[src/rtl/ex_operand_stage_if.sv]
// Decode-to-execute bundle: the decoded instruction fields offered by ID and
// the load-use hold request returned to IF/ID.
interface ex_operand_stage_if #(
  parameter int XLEN   = 32,
  parameter int REG_AW = 5,
  parameter int OPW    = 3
);
  logic              id_valid;
  logic [XLEN-1:0]   id_pc;
  logic [REG_AW-1:0] id_rs1_addr;
  logic [REG_AW-1:0] id_rs2_addr;
  logic [XLEN-1:0]   id_rs1_data;
  logic [XLEN-1:0]   id_rs2_data;
  logic [XLEN-1:0]   id_imm;
  logic [REG_AW-1:0] id_rd_addr;
  logic [OPW-1:0]    id_alu_op;
  logic              id_alu_src;
  logic              id_a_pc;
  logic              id_reg_write;
  logic              id_mem_read;
  logic              id_mem_write;
  logic              load_use_stall;

  // Decode stage side
  modport master (
    output id_valid, id_pc, id_rs1_addr, id_rs2_addr, id_rs1_data, id_rs2_data,
           id_imm, id_rd_addr, id_alu_op, id_alu_src, id_a_pc,
           id_reg_write, id_mem_read, id_mem_write,
    input  load_use_stall
  );

  // Execute operand stage side
  modport slave (
    input  id_valid, id_pc, id_rs1_addr, id_rs2_addr, id_rs1_data, id_rs2_data,
           id_imm, id_rd_addr, id_alu_op, id_alu_src, id_a_pc,
           id_reg_write, id_mem_read, id_mem_write,
    output load_use_stall
  );
endinterface

[src/rtl/ex_operand_stage.sv]
// ID/EX pipeline register with EX/MEM and MEM/WB operand forwarding,
// load-use bubble insertion, stall and flush. Feeds the ALU operands.
module ex_operand_stage #(
  parameter int XLEN   = 32,
  parameter int REG_AW = 5,
  parameter int OPW    = 3
) (
  input  logic              clk,
  input  logic              rst,
  ex_operand_stage_if.slave id,
  input  logic              stall,
  input  logic              flush,
  input  logic              mem_fwd_en,
  input  logic [REG_AW-1:0] mem_fwd_rd,
  input  logic [XLEN-1:0]   mem_fwd_data,
  input  logic              wb_fwd_en,
  input  logic [REG_AW-1:0] wb_fwd_rd,
  input  logic [XLEN-1:0]   wb_fwd_data,
  output logic [XLEN-1:0]   alu_a,
  output logic [XLEN-1:0]   alu_b,
  output logic [OPW-1:0]    alu_op,
  output logic              ex_valid,
  output logic [XLEN-1:0]   ex_pc,
  output logic [REG_AW-1:0] ex_rd_addr,
  output logic              ex_reg_write,
  output logic              ex_mem_read,
  output logic              ex_mem_write,
  output logic [XLEN-1:0]   ex_store_data
);

  // Index 0 is rs1, index 1 is rs2.
  logic [1:0][REG_AW-1:0] rs_addr_reg;
  logic [1:0][XLEN-1:0]   rs_data_reg;
  logic [1:0][XLEN-1:0]   fwd_rs;
  logic [1:0][REG_AW-1:0] id_rs_addr;
  logic [1:0][XLEN-1:0]   id_rs_data;

  logic              valid_reg;
  logic [XLEN-1:0]   pc_reg;
  logic [XLEN-1:0]   imm_reg;
  logic [REG_AW-1:0] rd_reg;
  logic [OPW-1:0]    alu_op_reg;
  logic              alu_src_reg;
  logic              a_pc_reg;
  logic              reg_write_reg;
  logic              mem_read_reg;
  logic              mem_write_reg;
  logic              load_use;

  assign id_rs_addr[0] = id.id_rs1_addr;
  assign id_rs_addr[1] = id.id_rs2_addr;
  assign id_rs_data[0] = id.id_rs1_data;
  assign id_rs_data[1] = id.id_rs2_data;

  // Control bits are only meaningful while the slot holds an instruction.
  assign ex_valid     = valid_reg;
  assign ex_reg_write = valid_reg & reg_write_reg;
  assign ex_mem_read  = valid_reg & mem_read_reg;
  assign ex_mem_write = valid_reg & mem_write_reg;
  assign ex_pc        = pc_reg;
  assign ex_rd_addr   = rd_reg;
  assign alu_op       = alu_op_reg;

  // A load in EX whose destination a decoding instruction reads cannot be
  // forwarded in time; ask IF/ID to hold and drop a bubble into EX.
  assign load_use = id.id_valid & ex_mem_read & (rd_reg != '0) &
                    ((rd_reg == id.id_rs1_addr) | (rd_reg == id.id_rs2_addr));
  assign id.load_use_stall = load_use;

  // Per-operand forwarding mux: the younger EX/MEM result wins over MEM/WB,
  // and x0 is never forwarded since it is hard-wired to zero.
  for (genvar gi = 0; gi < 2; gi++) begin : g_fwd
    logic mem_hit;
    logic wb_hit;
    assign mem_hit    = mem_fwd_en & (mem_fwd_rd != '0) & (mem_fwd_rd == rs_addr_reg[gi]);
    assign wb_hit     = wb_fwd_en & (wb_fwd_rd != '0) & (wb_fwd_rd == rs_addr_reg[gi]);
    assign fwd_rs[gi] = mem_hit ? mem_fwd_data :
                        wb_hit  ? wb_fwd_data  : rs_data_reg[gi];
  end

  assign alu_a         = a_pc_reg ? pc_reg : fwd_rs[0];
  assign alu_b         = alu_src_reg ? imm_reg : fwd_rs[1];
  assign ex_store_data = fwd_rs[1];

  // ID/EX register update: reset, then flush, stall, load-use bubble, load.
  always_ff @(posedge clk) begin
    if (rst) begin
      valid_reg     <= 1'b0;
      pc_reg        <= '0;
      rs_addr_reg   <= '0;
      rs_data_reg   <= '0;
      imm_reg       <= '0;
      rd_reg        <= '0;
      alu_op_reg    <= '0;
      alu_src_reg   <= 1'b0;
      a_pc_reg      <= 1'b0;
      reg_write_reg <= 1'b0;
      mem_read_reg  <= 1'b0;
      mem_write_reg <= 1'b0;
    end else if (flush) begin
      valid_reg     <= 1'b0;
      reg_write_reg <= 1'b0;
      mem_read_reg  <= 1'b0;
      mem_write_reg <= 1'b0;
    end else if (stall) begin
      // Latch forwarded values so a producer retiring mid-stall is not lost.
      rs_data_reg   <= fwd_rs;
    end else if (load_use) begin
      valid_reg     <= 1'b0;
      reg_write_reg <= 1'b0;
      mem_read_reg  <= 1'b0;
      mem_write_reg <= 1'b0;
    end else begin
      valid_reg     <= id.id_valid;
      pc_reg        <= id.id_pc;
      rs_addr_reg   <= id_rs_addr;
      rs_data_reg   <= id_rs_data;
      imm_reg       <= id.id_imm;
      rd_reg        <= id.id_rd_addr;
      alu_op_reg    <= id.id_alu_op;
      alu_src_reg   <= id.id_alu_src;
      a_pc_reg      <= id.id_a_pc;
      reg_write_reg <= id.id_reg_write;
      mem_read_reg  <= id.id_mem_read;
      mem_write_reg <= id.id_mem_write;
    end
  end

endmodule

[src/flat_wrapper.sv]
// flat-port wrapper written by rule: the top's interface ports become plain ports
module ex_operand_stage_flat 
#(
  parameter int XLEN   = 32,
  parameter int REG_AW = 5,
  parameter int OPW    = 3
)
  (clk, rst, stall, flush, mem_fwd_en, mem_fwd_rd, mem_fwd_data, wb_fwd_en, wb_fwd_rd, wb_fwd_data, alu_a, alu_b, alu_op, ex_valid, ex_pc, ex_rd_addr, ex_reg_write, ex_mem_read, ex_mem_write, ex_store_data, id_id_valid, id_id_pc, id_id_rs1_addr, id_id_rs2_addr, id_id_rs1_data, id_id_rs2_data, id_id_imm, id_id_rd_addr, id_id_alu_op, id_id_alu_src, id_id_a_pc, id_id_reg_write, id_id_mem_read, id_id_mem_write, id_load_use_stall);
  ex_operand_stage_if #(.XLEN(XLEN), .REG_AW(REG_AW), .OPW(OPW)) id_i ();
  input  logic clk;
  input  logic rst;
  input  logic stall;
  input  logic flush;
  input  logic mem_fwd_en;
  input  logic [REG_AW-1:0] mem_fwd_rd;
  input  logic [XLEN-1:0] mem_fwd_data;
  input  logic wb_fwd_en;
  input  logic [REG_AW-1:0] wb_fwd_rd;
  input  logic [XLEN-1:0] wb_fwd_data;
  output logic [XLEN-1:0] alu_a;
  output logic [XLEN-1:0] alu_b;
  output logic [OPW-1:0] alu_op;
  output logic ex_valid;
  output logic [XLEN-1:0] ex_pc;
  output logic [REG_AW-1:0] ex_rd_addr;
  output logic ex_reg_write;
  output logic ex_mem_read;
  output logic ex_mem_write;
  output logic [XLEN-1:0] ex_store_data;
  input wire logic [$bits(id_i.id_valid)-1:0] id_id_valid;
  input wire logic [$bits(id_i.id_pc)-1:0] id_id_pc;
  input wire logic [$bits(id_i.id_rs1_addr)-1:0] id_id_rs1_addr;
  input wire logic [$bits(id_i.id_rs2_addr)-1:0] id_id_rs2_addr;
  input wire logic [$bits(id_i.id_rs1_data)-1:0] id_id_rs1_data;
  input wire logic [$bits(id_i.id_rs2_data)-1:0] id_id_rs2_data;
  input wire logic [$bits(id_i.id_imm)-1:0] id_id_imm;
  input wire logic [$bits(id_i.id_rd_addr)-1:0] id_id_rd_addr;
  input wire logic [$bits(id_i.id_alu_op)-1:0] id_id_alu_op;
  input wire logic [$bits(id_i.id_alu_src)-1:0] id_id_alu_src;
  input wire logic [$bits(id_i.id_a_pc)-1:0] id_id_a_pc;
  input wire logic [$bits(id_i.id_reg_write)-1:0] id_id_reg_write;
  input wire logic [$bits(id_i.id_mem_read)-1:0] id_id_mem_read;
  input wire logic [$bits(id_i.id_mem_write)-1:0] id_id_mem_write;
  output wire logic [$bits(id_i.load_use_stall)-1:0] id_load_use_stall;
  assign id_i.id_valid = id_id_valid;
  assign id_i.id_pc = id_id_pc;
  assign id_i.id_rs1_addr = id_id_rs1_addr;
  assign id_i.id_rs2_addr = id_id_rs2_addr;
  assign id_i.id_rs1_data = id_id_rs1_data;
  assign id_i.id_rs2_data = id_id_rs2_data;
  assign id_i.id_imm = id_id_imm;
  assign id_i.id_rd_addr = id_id_rd_addr;
  assign id_i.id_alu_op = id_id_alu_op;
  assign id_i.id_alu_src = id_id_alu_src;
  assign id_i.id_a_pc = id_id_a_pc;
  assign id_i.id_reg_write = id_id_reg_write;
  assign id_i.id_mem_read = id_id_mem_read;
  assign id_i.id_mem_write = id_id_mem_write;
  assign id_load_use_stall = id_i.load_use_stall;
  ex_operand_stage #(.XLEN(XLEN), .REG_AW(REG_AW), .OPW(OPW)) u_core (.clk(clk), .rst(rst), .id(id_i), .stall(stall), .flush(flush), .mem_fwd_en(mem_fwd_en), .mem_fwd_rd(mem_fwd_rd), .mem_fwd_data(mem_fwd_data), .wb_fwd_en(wb_fwd_en), .wb_fwd_rd(wb_fwd_rd), .wb_fwd_data(wb_fwd_data), .alu_a(alu_a), .alu_b(alu_b), .alu_op(alu_op), .ex_valid(ex_valid), .ex_pc(ex_pc), .ex_rd_addr(ex_rd_addr), .ex_reg_write(ex_reg_write), .ex_mem_read(ex_mem_read), .ex_mem_write(ex_mem_write), .ex_store_data(ex_store_data));
endmodule
[config.mk]
export PLATFORM = sky130hd
export DESIGN_NAME = ex_operand_stage_flat
export DESIGN_NICKNAME = d
export VERILOG_FILES = /design/src/rtl/ex_operand_stage_if.sv /design/src/rtl/ex_operand_stage.sv /design/src/flat_wrapper.sv
export SDC_FILE = /design/constraint.sdc
export NUM_CORES = 1
export LEC_CHECK = 0
export CORE_ASPECT_RATIO = 2
export CORE_MARGIN = 5
export CORE_UTILIZATION = 49
export CTS_CLUSTER_SIZE = 8
export DETAILED_ROUTE_END_ITERATION = 12
export PLACE_DENSITY = 0.91
export SETUP_SLACK_MARGIN = 0.4
export SYNTH_ARGS = -nofsm -noshare
export SYNTH_HDL_FRONTEND = slang
export SYNTH_SLANG_ARGS = --single-unit
[constraint.sdc]
create_clock -name clk -period 6.8 [get_ports clk]
set_clock_uncertainty 0.05 [all_clocks]
set_input_delay 1.36 -clock clk [delete_from_list [all_inputs] [get_ports clk]]
set_output_delay 1.36 -clock clk [all_outputs]
set_load 0.1 [all_outputs]
* After elaboration in Yosys (flattened, before gate mapping)
Cells that the tools add are included.
** Storage, ports and cells
- Output and inout port bits :: 141
- Logic and storage cells :: 55
- Bits in registers :: 152
- Input bits :: 232
** Operators by class
- Equal/unequal tests :: 7
- Bitwise gates (word level) :: 16
- Multiplexer cells :: 12
- Reduce and logical (&&, ||, !) cells :: 6
** Operators by type and width (count)
- two-way mux 32 bit :: 6
- two-way mux 64 bit :: 2
- == test 5 bit :: 6
- nonzero test 5 bit :: 3
- bitwise AND 1 bit :: 12
- two-way mux 1 bit :: 4
- NOT 1 bit :: 3
- AND reduction 3 bit :: 1
- != test 2 bit, second input constant :: 1
- AND reduction 2 bit :: 1
- OR reduction 2 bit :: 1
- OR 1 bit :: 1

* Depth between registers and ports, before layout
Gate-level depths: netlist (run 1).
- Word-level depth :: 6
- Mapped depth :: 9
- Mapped depth without buffers :: 5

* Worst setup path before layout (run 1)
Ideal clock, no wire load.
- Path type :: input to output
- Start point :: input port wb_fwd_rd[4]
- End point :: output port alu_b[10]
- Required time :: 5390 ps
- Arrival time :: 5188 ps
- Stages on the path :: 6
- Setup slack :: 202 ps
- Buffers on the path :: 1
- Cell sequence :: or4_1 o21ai_1 clkbuf_1 o31ai_1 a31oi_1 mux2_1
** On the way
- Longest elaborated chain between the ends :: 6
- Elaborated cells on any way between the ends :: 7
- Those cells by class :: eq/ne: 1; mux: 3; bitwise: 2; reduce/logical: 1
** Ends and longest elaborated chain
- from (decl) :: line flat_wrapper.sv:18 : input logic [REG_AW-1:0] wb_fwd_rd;
- nonzero test 5 bit :: line ex_operand_stage.sv:76 : assign wb_hit = wb_fwd_en & (wb_fwd_rd != '0) & (wb_fwd_rd == rs_addr_reg[gi]);
- bitwise AND 1 bit :: line ex_operand_stage.sv:76
- bitwise AND 1 bit (*) :: line ex_operand_stage.sv:76
- two-way mux 32 bit (*) :: line ex_operand_stage.sv:78 : wb_hit ? wb_fwd_data : rs_data_reg[gi];
- two-way mux 32 bit (*) :: line ex_operand_stage.sv:77 : assign fwd_rs[gi] = mem_hit ? mem_fwd_data :
- named net ex_store_data[10] :: line flat_wrapper.sv:29 : output logic [XLEN-1:0] ex_store_data;
- two-way mux 32 bit (*) :: line ex_operand_stage.sv:82 : assign alu_b = alu_src_reg ? imm_reg : fwd_rs[1];
- to (decl) :: line flat_wrapper.sv:21 : output logic [XLEN-1:0] alu_b;
The timed path passes the listed nets; every way through them passes the cells marked *.

* Worst setup path after layout (run 1)
- Start point :: input port mem_fwd_rd[0]
- End point :: output port alu_a[2]
** On the way
- Longest elaborated chain between the ends :: 5
- Elaborated cells on any way between the ends :: 6
- Those cells by class :: eq/ne: 1; mux: 2; bitwise: 2; reduce/logical: 1
** Ends and longest elaborated chain
- from (decl) :: line flat_wrapper.sv:15 : input logic [REG_AW-1:0] mem_fwd_rd;
- nonzero test 5 bit :: line ex_operand_stage.sv:75 : assign mem_hit = mem_fwd_en & (mem_fwd_rd != '0) & (mem_fwd_rd == rs_addr_reg[gi]);
- bitwise AND 1 bit :: line ex_operand_stage.sv:75
- bitwise AND 1 bit (*) :: line ex_operand_stage.sv:75
- two-way mux 32 bit (*) :: line ex_operand_stage.sv:77
- two-way mux 32 bit (*) :: line ex_operand_stage.sv:81 : assign alu_a = a_pc_reg ? pc_reg : fwd_rs[0];
- to (decl) :: line flat_wrapper.sv:20 : output logic [XLEN-1:0] alu_a;
Every way passes the cells marked *; elsewhere a longest branch is shown, timed or not.

==> results of run 1 <==
## worst register-to-register path, cell delays in order (launching register included)
cell,delay [ns]
dfxtp_1,0.47
xor2_1,0.25
nor2_1,0.09
a22oi_2,0.30
buf_4,0.68
o21ba_2,0.79
buf_4,0.55
o221a_1,0.28
## layer usage
metal | wire [um] | track usage (%) | share of wire, %
met2 | 23800 | 66.5 | 50
met5 | 0 | 0 | 0
met4 | 4330 | 28.6 | 9.1
met1 | 15700 | 38.9 | 33
met3 | 3730 | 9.15 | 7.9
## worst max path at each step
stage | endpoint | cells past startpoint | slack, ns | startpoint
final | alu_a[2] | 8 | 0.77 | mem_fwd_rd[0]
after global routing | alu_a[2] | 8 | 0.66 | mem_fwd_rd[0]
after floorplan | alu_b[0] | 5 | 0.50 | wb_fwd_rd[4]
after global placement | alu_a[17] | 8 | 0.90 | mem_fwd_rd[0]
after detailed placement | alu_a[17] | 8 | 0.87 | mem_fwd_rd[0]
after CTS | alu_a[17] | 8 | 0.86 | mem_fwd_rd[0]
## metrics by stage
stage                     power (mW)  cells  util [%]  setup WS (ns)  instance area, um2
after floorplan                 1.83   1275         -          0.500               10400
after global placement          2.31   1787      71.6          0.905               14700
after detailed placement        2.33   1787      71.6          0.866               14700
after CTS                       3.28   1819      74.4          0.862               15200
after global routing            3.38   1822      74.5          0.657               15200
final                           3.29   1822      74.5          0.768               15200
## logic make-up after synthesis
logic type / Yosys count / synth area share (%)
compound gates: 432 / 30.7
xor+xnor: 30 / 2.58
buf+inv: 189 / 7.53
flops: 152 / 29.8
mux: 116 / 11.8
simple gates: 356 / 17.6
## synthesized netlist by cell type (all sizes together)
cell type / n
and4: 33
nor2: 6
nand2: 204
o31ai: 64
a22oi: 1
nand4: 33
mux2: 32
nand2b: 1
xnor2: 10
or2: 3
xor2: 20
mux2i: 84
and2: 4
or3: 1
o311a: 32
o21ba: 1
o21ai: 97
nor3: 36
o211a: 1
clkbuf: 124
o21a: 2
o211ai: 6
dfxtp: 152
a21oi: 68
or4: 3
nand3b: 32
a311oi: 32
a31oi: 64
o221a: 64
buf: 31
inv: 34
## area by class of cell
| cell class | instances | area [um2] |
|---|---|---|
| multi-input combinational | 934 | 6620 |
| fill | 1393 | 5230 |
| antenna | 3 | 7.51 |
| clock buffer | 22 | 484 |
| clock inverter | 10 | 95.1 |
| inverter | 34 | 133 |
| tap | 266 | 333 |
| timing repair buffer | 401 | 4520 |
| sequential | 152 | 3040 |
## power breakdown
part	internal (mW)	switching, mW
Combinational	0.451	0.891
Clock	0.542	0.420
Sequential	0.944	0.0437
==> qor.yml, run 1 <==
setup_violations: 0
end_kind: "primary output"
start_util_pct: 49.8
layout.nets: 1772
cp.arrival_ns: 4.62
clockBufferDepth: 2
clock-sinks: 152
layout_common_cells: "clkdlybuf4s50_1 (275), nand2_1 (204), dfxtp_1 (151)"
p_per_area_nw_per_um2: 216
clk_pin_slew_worst_paths_ns: 0.06
hold_path_depth: 2
finalCritPeriodShare_pct: 88.7
reg2reg_depth: 7
die_w_um: 112
vdd_ir_drop_max_uv: 184
ys_seq_elements: 152
viasPerCell: 6.69
grt_pass1_wl_mm: 72.0
netlist.area_leader.share_pct: 29.8
crit_top_cell: "buf_4"
yosys.cell_types.count: 40
drt_iter0_drc: 1129
hold_start: "u_core.imm_reg[3]"
path_cells: "clkdlybuf4s50_1, or4_4, o211a_4, and2_2, buf_4, o31ai_1, o21ai_1, buf_4"
criticalPathCategory: "primary input to primary output"
tns_ns: 0
ant_nets: 0
min_period_ns: 6.03
crit_path_max_fanout: 50
cp.required_ns: 5.39
critPathBufInv: 3
via_count: 12200
critical-path-top-delay-family: "compound AO/OA/AOI/OAI gates"
r2r_slack_ns: 3.30
pin_count: 373
grt_pass1_vias: 12200
numCtsBuffers: 17
core_um2: 20500
drc: 0
cts_setup_buffers: 0
wirelength_mm: 47.5
root_buffer: "clkbuf_16"
status: "finished, final reports clean"
slew_headroom_pct: 22.8
drive_above_1_share_pct: 13.4
start_kind: "primary input"
cts_htree_levels: 4
grt_max_degree: 101
cts_hold_buffers: 0
rows: 74
grt_antenna_before_repair: 3
synth_top_area_cell: "dfxtp_1"
cts_resized: 0
r2r-start: "u_core.ex_rd_addr[0]"
largest_reg_flops: 64
finalHoldViolCount: 0
first_pass_iters: 6
hold_path.class: "register to register"
ys_warn_count: 0
maxCapViolCount: 0
cp_slowest_stage_delay_ns: 0.61
leakage_nw: 5.59
cts_tree: "done"
r2r-end: "u_core.rs_data_reg[21]"
place_congestion: 0.977
avgSynthCellArea_um2: 8.00
place_hpwl_mm: 33.5
syn_nets: 1507
slew_viol_final: 0
slowest_stage: "o31ai_1"
hold_end: "u_core.imm_reg[3]"
synth-seq-area-share_pct: 29.8
wire_per_inst_um: 26.1
hold_slack_ns: 0.409
dieArea_um2: 24000
final_common_cell: "clkdlybuf4s50_1"
syn_to_final_growth_pct: 49.4
syn_area_um2: 10200
rsz0062_at_grt: "false"
track_usage_pct: 38.2
portBuffers: 372
fmax_mhz: 166
die_h_um: 214
syn_inst: 1275
worstMarginPinSlew_ns: 1.16
clock_latency_ns: 0.45
overflow: 0
ys_top_cells_by_area: "dfxtp_1 (30%), mux2i_1 (8.2%), nand2_1 (7.5%)"
Note: power is estimated with default switching activity, not from simulation.
==> run 2: changes to the inputs <==
--- a/config.mk
+++ b/config.mk
@@ -10,6 +10,8 @@
 export CORE_UTILIZATION = 49
 export CTS_CLUSTER_SIZE = 8
 export DETAILED_ROUTE_END_ITERATION = 12
+export GPL_ROUTABILITY_DRIVEN = 0
+export HOLD_SLACK_MARGIN = 0.03
 export PLACE_DENSITY = 0.91
 export SETUP_SLACK_MARGIN = 0.4
 export SYNTH_ARGS = -nofsm -noshare
==> run 2 against run 1 <==
  * Maximum frequency rose by 0.24%
  * Die area is the same
  * Flip-flop and latch count stayed put
  * Total power grew 2.3%
  * Cell area rose by 0.30%
  * Final cell count unchanged
  * Largest cell class unchanged
  * Highest routed layer unchanged
==> qor.yml, run 2 (synthesis results as in run 1) <==
fmax_mhz: 166  # about the same
ant_nets: 0  # unchanged
hold_path.class: "register to register"  # unchanged
slew_viol_final: 0  # unchanged
switching_share_pct: 41.0  # was 41.1%
tns_ns: 0  # unchanged
start_util_pct: 49.8  # unchanged
power_mw: 3.37  # was 3.29 mW
hold_path_depth: 2  # unchanged
rows: 74  # unchanged
p_per_area_nw_per_um2: 220  # was 216 nW/um2
place_hpwl_mm: 34.1  # was 33.5 mm
viasPerCell: 6.82  # was 6.69
end_kind: "primary output"  # unchanged
final_common_cell: "clkdlybuf4s50_1"  # unchanged
leakage_nw: 5.62  # was 5.59 nW
die_h_um: 214  # unchanged
fin_area_um2: 15300  # was 15200 um2
pin_count: 373  # unchanged
vdd_ir_drop_max_uv: 211  # was 184 uV
criticalPathCategory: "primary input to primary output"  # unchanged
status: "finished, final reports clean"  # unchanged
cts_resized: 0  # unchanged
power_frac_comb_pct: 40.1  # was 40.8%
worstMarginPinSlew_ns: 1.16  # about the same
cts_tree: "done"  # unchanged
via_count: 12400  # was 12200
start_kind: "primary input"  # unchanged
place_area_um2: 14700  # about the same
layout_common_cells: "clkdlybuf4s50_1 (275), nand2_1 (204), dfxtp_1 (151)"  # unchanged
wire_per_inst_um: 27.1  # was 26.1 um
cts_htree_levels: 4  # unchanged
grt_max_degree: 101  # unchanged
drive_above_1_share_pct: 13.5  # was 13.4%
syn_to_final_growth_pct: 49.8  # was 49.4%
die_w_um: 112  # unchanged
p_switching_mw: 1.38  # was 1.35 mW
drc: 0  # unchanged
clkPwrFrac_pct: 30.5  # was 29.2%
core_um2: 20500  # unchanged
cts_hold_buffers: 0  # unchanged
first_pass_iters: 6  # unchanged
finalCritPeriodShare_pct: 88.5  # was 88.7%
ff_latch_area_um2: 3040  # unchanged
maxCapViolCount: 0  # unchanged
grt_pass1_vias: 12300  # was 12200
dieArea_um2: 24000  # unchanged
track_usage_pct: 39.2  # was 38.2%
slew_headroom_pct: 22.8  # about the same
largest_reg_flops: 64  # unchanged
clockBufferDepth: 2  # unchanged
grt_antenna_before_repair: 2  # was 3
clk_pin_slew_worst_paths_ns: 0.07  # was 0.06 ns
p_int_mw: 1.99  # was 1.94 mW
reg2reg_depth: 7  # unchanged
cts_setup_buffers: 0  # unchanged
numCtsBuffers: 17  # unchanged
overflow: 0  # unchanged
rsz0062_at_grt: "false"  # unchanged
finalCoreUtilization_pct: 74.7  # was 74.5%
layout.nets: 1774  # was 1772
cp.arrival_ns: 4.61  # was 4.62 ns
nFillCells: 1360  # was 1393
portBuffers: 372  # unchanged
setup_violations: 0  # unchanged
crit_path_max_fanout: 50  # unchanged
preCtsSetupSlack_ns: 0.837  # was 0.866 ns
wirelength_mm: 49.4  # was 47.5 mm
drt_iter0_drc: 1379  # was 1129
finalHoldViolCount: 0  # unchanged
power_frac_seq_pct: 29.4  # was 30.0%
clock_latency_ns: 0.46  # was 0.45 ns
clock-sinks: 152  # unchanged
min_period_ns: 6.02  # was 6.03 ns
root_buffer: "clkbuf_16"  # unchanged
fin_ws_ns: 0.782  # was 0.768 ns
multi_input_area_um2: 6620  # unchanged
cp.required_ns: 5.39  # about the same
grt_pass1_wl_mm: 73.1  # was 72.0 mm
-- run 2: cell types whose count changed in the layout (fill, tap and decap cells not counted), sizes merged --
cell / before / now
inv: 34 / 35
diode: 3 / 1
clkbuf: 22 / 19
clkinv: 4 / 7
bufinv: 1 / 3
buf: 126 / 128
clkinvlp: 5 / 2
-- run 2: worst paths after layout --
path                        start                     end  slack [ns]
min reg2reg     u_core.imm_reg[5]       u_core.imm_reg[5]        0.41
min             u_core.imm_reg[5]       u_core.imm_reg[5]        0.41
max reg2reg  u_core.ex_rd_addr[0]  u_core.rs_data_reg[53]        3.09
max                 mem_fwd_rd[0]                alu_a[2]        0.78
-- run 2: stage by stage --
stage,hold WS (ns),std cells
3_5_place_dp,0.402,1789
4_1_cts,0.411,1821
6_report,0.409,1822
2_1_floorplan,0.375,1275
5_1_grt,0.429,1822
3_3_place_gp,0.390,1789
-- run 2: cell type report --
class                           instances  area share, %
Clock inverter                         13           1.12
Tap cell                              266           2.18
Timing Repair Buffer                  403           29.7
Antenna cell                            1         0.0164
Clock buffer                           19           2.90
Inverter                               34          0.868
Multi-Input combinational cell        934           43.3
Sequential cell                       152           19.9
-- run 2: power by group through the flow --
stage	registers, mW	clock network (mW)	logic (mW)
floorplan	1.08	0	0.753
global placement	1.00	0	1.31
detailed placement	1.00	0	1.33
CTS	0.985	1.03	1.34
global route	0.992	1.07	1.39
finish	0.988	1.03	1.35
-- run 2: per-layer routing --
metal / up-vias / track usage, % / part of all wire, %
met5: - / 0 / 0
met4: 0 / 28.6 / 9.3
met3: 278 / 9.18 / 8.8
met2: 928 / 67.9 / 50
met1: 5829 / 40.6 / 32
li1: 5386 / - / -
-- run 2: worst max-delay path: stages --
cell             delay [ns]
clkdlybuf4s50_1        0.49
or4_4                  0.60
o211a_4                0.39
and2_2                 0.34
buf_4                  0.33
o31ai_1                0.62
o21ai_1                0.16
buf_4                  0.29
==> run 3: changes to the inputs <==
--- a/config.mk
+++ b/config.mk
@@ -12,7 +12,7 @@
 export DETAILED_ROUTE_END_ITERATION = 12
 export GPL_ROUTABILITY_DRIVEN = 0
 export HOLD_SLACK_MARGIN = 0.03
-export PLACE_DENSITY = 0.91
+export PLACE_DENSITY = 0.95
 export SETUP_SLACK_MARGIN = 0.4
 export SYNTH_ARGS = -nofsm -noshare
 export SYNTH_HDL_FRONTEND = slang
==> run 3 against run 2 <==
  * Maximum frequency down 1.2%
  * Highest routed layer unchanged
  * Critical path type unchanged
  * Setup slack got worse by 0.071 ns
  * First-iteration DRC count is 19% higher
  * Clock-buffer cell count up 2
  * Total power is 0.11% lower
  * Worst hold slack got worse by 0.0026 ns
  * Register-to-register slack better by 0.15 ns
  * Combinational power about the same
  * Flip-flop and latch count unchanged
  * Final cell count is 0.22% lower
==> qor.yml, run 3 (synthesis results as in run 1) <==
via_count: 12700  # was 12400
start_util_pct: 49.8  # unchanged
wl_met2_mm: 25.2  # was 24.6 mm
path_cells: "clkdlybuf4s50_1, xnor2_1, and4_1, buf_4, and2_2, o31ai_1, o21ai_1, buf_4"  # was clkdlybuf4s50_1, or4_4, o211a_4, and2_2, buf_4, o31ai_1, o21ai_1, buf_4
drc: 0  # unchanged
wirelength_mm: 50.5  # was 49.4 mm
p_per_area_nw_per_um2: 221  # was 220 nW/um2
portBuffers: 372  # unchanged
slowest_stage: "and2_2"  # was o31ai_1
pin_count: 373  # unchanged
power_mw: 3.36  # was 3.37 mW
core_um2: 20500  # unchanged
worstMarginPinSlew_ns: 1.24  # was 1.16 ns
vdd_ir_drop_max_uv: 185  # was 211 uV
min_period_ns: 6.09  # was 6.02 ns
ff_latch_area_um2: 3040  # unchanged
hold_path.class: "register to register"  # unchanged
maxCapViolCount: 0  # unchanged
hold_slack_ns: 0.406  # was 0.409 ns
final_common_cell: "clkdlybuf4s50_1"  # unchanged
critical-path-top-delay-family: "simple AND/OR/NAND/NOR gates"  # was compound AO/OA/AOI/OAI gates
wl_met1_mm: 16.2  # was 15.8 mm
ant_nets: 0  # unchanged
viasPerCell: 6.99  # was 6.82
largest_reg_flops: 64  # unchanged
clock-sinks: 152  # unchanged
first_pass_iters: 7  # was 6
fin_ws_ns: 0.711  # was 0.782 ns
cp.required_ns: 5.39  # about the same
cts_hold_buffers: 0  # unchanged
rows: 74  # unchanged
status: "finished, final reports clean"  # unchanged
cts_setup_buffers: 0  # unchanged
cts_resized: 0  # unchanged
overflow: 0  # unchanged
die_w_um: 112  # unchanged
dieArea_um2: 24000  # unchanged
cp_slowest_stage_delay_ns: 1.05  # was 0.62 ns
critPathBufInv: 3  # unchanged
numCtsBuffers: 17  # unchanged
layout_common_cells: "clkdlybuf4s50_1 (275), nand2_1 (204), dfxtp_1 (151)"  # unchanged
fmax_mhz: 164  # was 166 MHz
clock_latency_ns: 0.46  # about the same
multi_input_area_um2: 6620  # unchanged
grt_antenna_before_repair: 3  # was 2
criticalPathCategory: "primary input to primary output"  # unchanged
clk_pin_slew_worst_paths_ns: 0.06  # was 0.07 ns
rsz0062_at_grt: "false"  # unchanged
cts_tree: "done"  # unchanged
crit_path_max_fanout: 64  # was 50
routed-wl-met3_mm: 4.78  # was 4.36 mm
place_hpwl_mm: 34.5  # was 34.1 mm
grt_max_degree: 123  # was 101
grt_pass1_vias: 12600  # was 12300
cp.arrival_ns: 4.68  # was 4.61 ns
finalCritPeriodShare_pct: 89.5  # was 88.5%
finalHoldViolCount: 0  # unchanged
nFillCells: 1348  # was 1360
cts_htree_levels: 4  # unchanged
track_usage_pct: 40.4  # was 39.2%
start_kind: "primary input"  # unchanged
clockBufferDepth: 2  # unchanged
drive_above_1_share_pct: 13.1  # was 13.5%
routed.top_layer: "met4"  # unchanged
leakage_nw: 5.59  # was 5.62 nW
setup_violations: 0  # unchanged
end_kind: "primary output"  # unchanged
grt_pass1_wl_mm: 75.9  # was 73.1 mm
crit_top_cell: "buf_4"  # unchanged
die_h_um: 214  # unchanged
drt_iter0_drc: 1644  # was 1379
slew_headroom_pct: 17.4  # was 22.8%
slew_viol_final: 0  # unchanged
tns_ns: 0  # unchanged
syn_to_final_growth_pct: 49.2  # was 49.8%
preCtsSetupSlack_ns: 0.864  # was 0.837 ns
root_buffer: "clkbuf_16"  # unchanged
wire_per_inst_um: 27.8  # was 27.1 um
layout.nets: 1768  # was 1774
-- run 3: final cells by class --
type | count | area share (%)
Antenna cell | 3 | 0.0493
Clock buffer | 21 | 3.02
Clock inverter | 11 | 0.962
Inverter | 34 | 0.871
Multi-Input combinational cell | 934 | 43.5
Sequential cell | 152 | 20.0
Tap cell | 266 | 2.19
Timing Repair Buffer | 397 | 29.4
-- run 3: path summary, 6_finish.rpt --
path                                            from                     end  slack (ns)  cells past startpoint
worst max-delay path                   mem_fwd_rd[0]               alu_a[10]        0.71                      8
worst min-delay path               u_core.imm_reg[9]       u_core.imm_reg[9]        0.41                      2
worst max register to register  u_core.ex_rd_addr[4]  u_core.rs_data_reg[27]        3.24                      7
worst min register to register     u_core.imm_reg[9]       u_core.imm_reg[9]        0.41                      2
-- run 3: power by group --
group | leakage, nW | internal, mW | switching, mW
registers | 1.25 | 0.944 | 0.0443
logic | 4.04 | 0.449 | 0.900
clock network | 0.293 | 0.597 | 0.427
total | 5.59 | 1.99 | 1.37
-- run 3: metal layers --
metal / global-route usage, % / up-vias
li1: - / 5377
met4: 28.2 / 0
met5: 0 / -
met3: 10.5 / 311
met1: 42.0 / 5928
met2: 70.0 / 1088
-- run 3: worst register-to-register path, delay by kind of cell, from the launching register on --
family	cells	cell delay [ns]
xor+xnor	1	0.24
compound gates	3	1.45
flops	1	0.46
buf+inv	2	1.20
simple gates	1	0.11
-- run 3: through the flow --
| stage | std cells | cell area [um2] | util [%] |
|---|---|---|---|
| after floorplan | 1275 | 10400 | - |
| after global placement | 1783 | 14600 | 71.4 |
| after detailed placement | 1783 | 14600 | 71.4 |
| after CTS | 1815 | 15200 | 74.4 |
| after global routing | 1818 | 15200 | 74.4 |
| final | 1818 | 15200 | 74.4 |
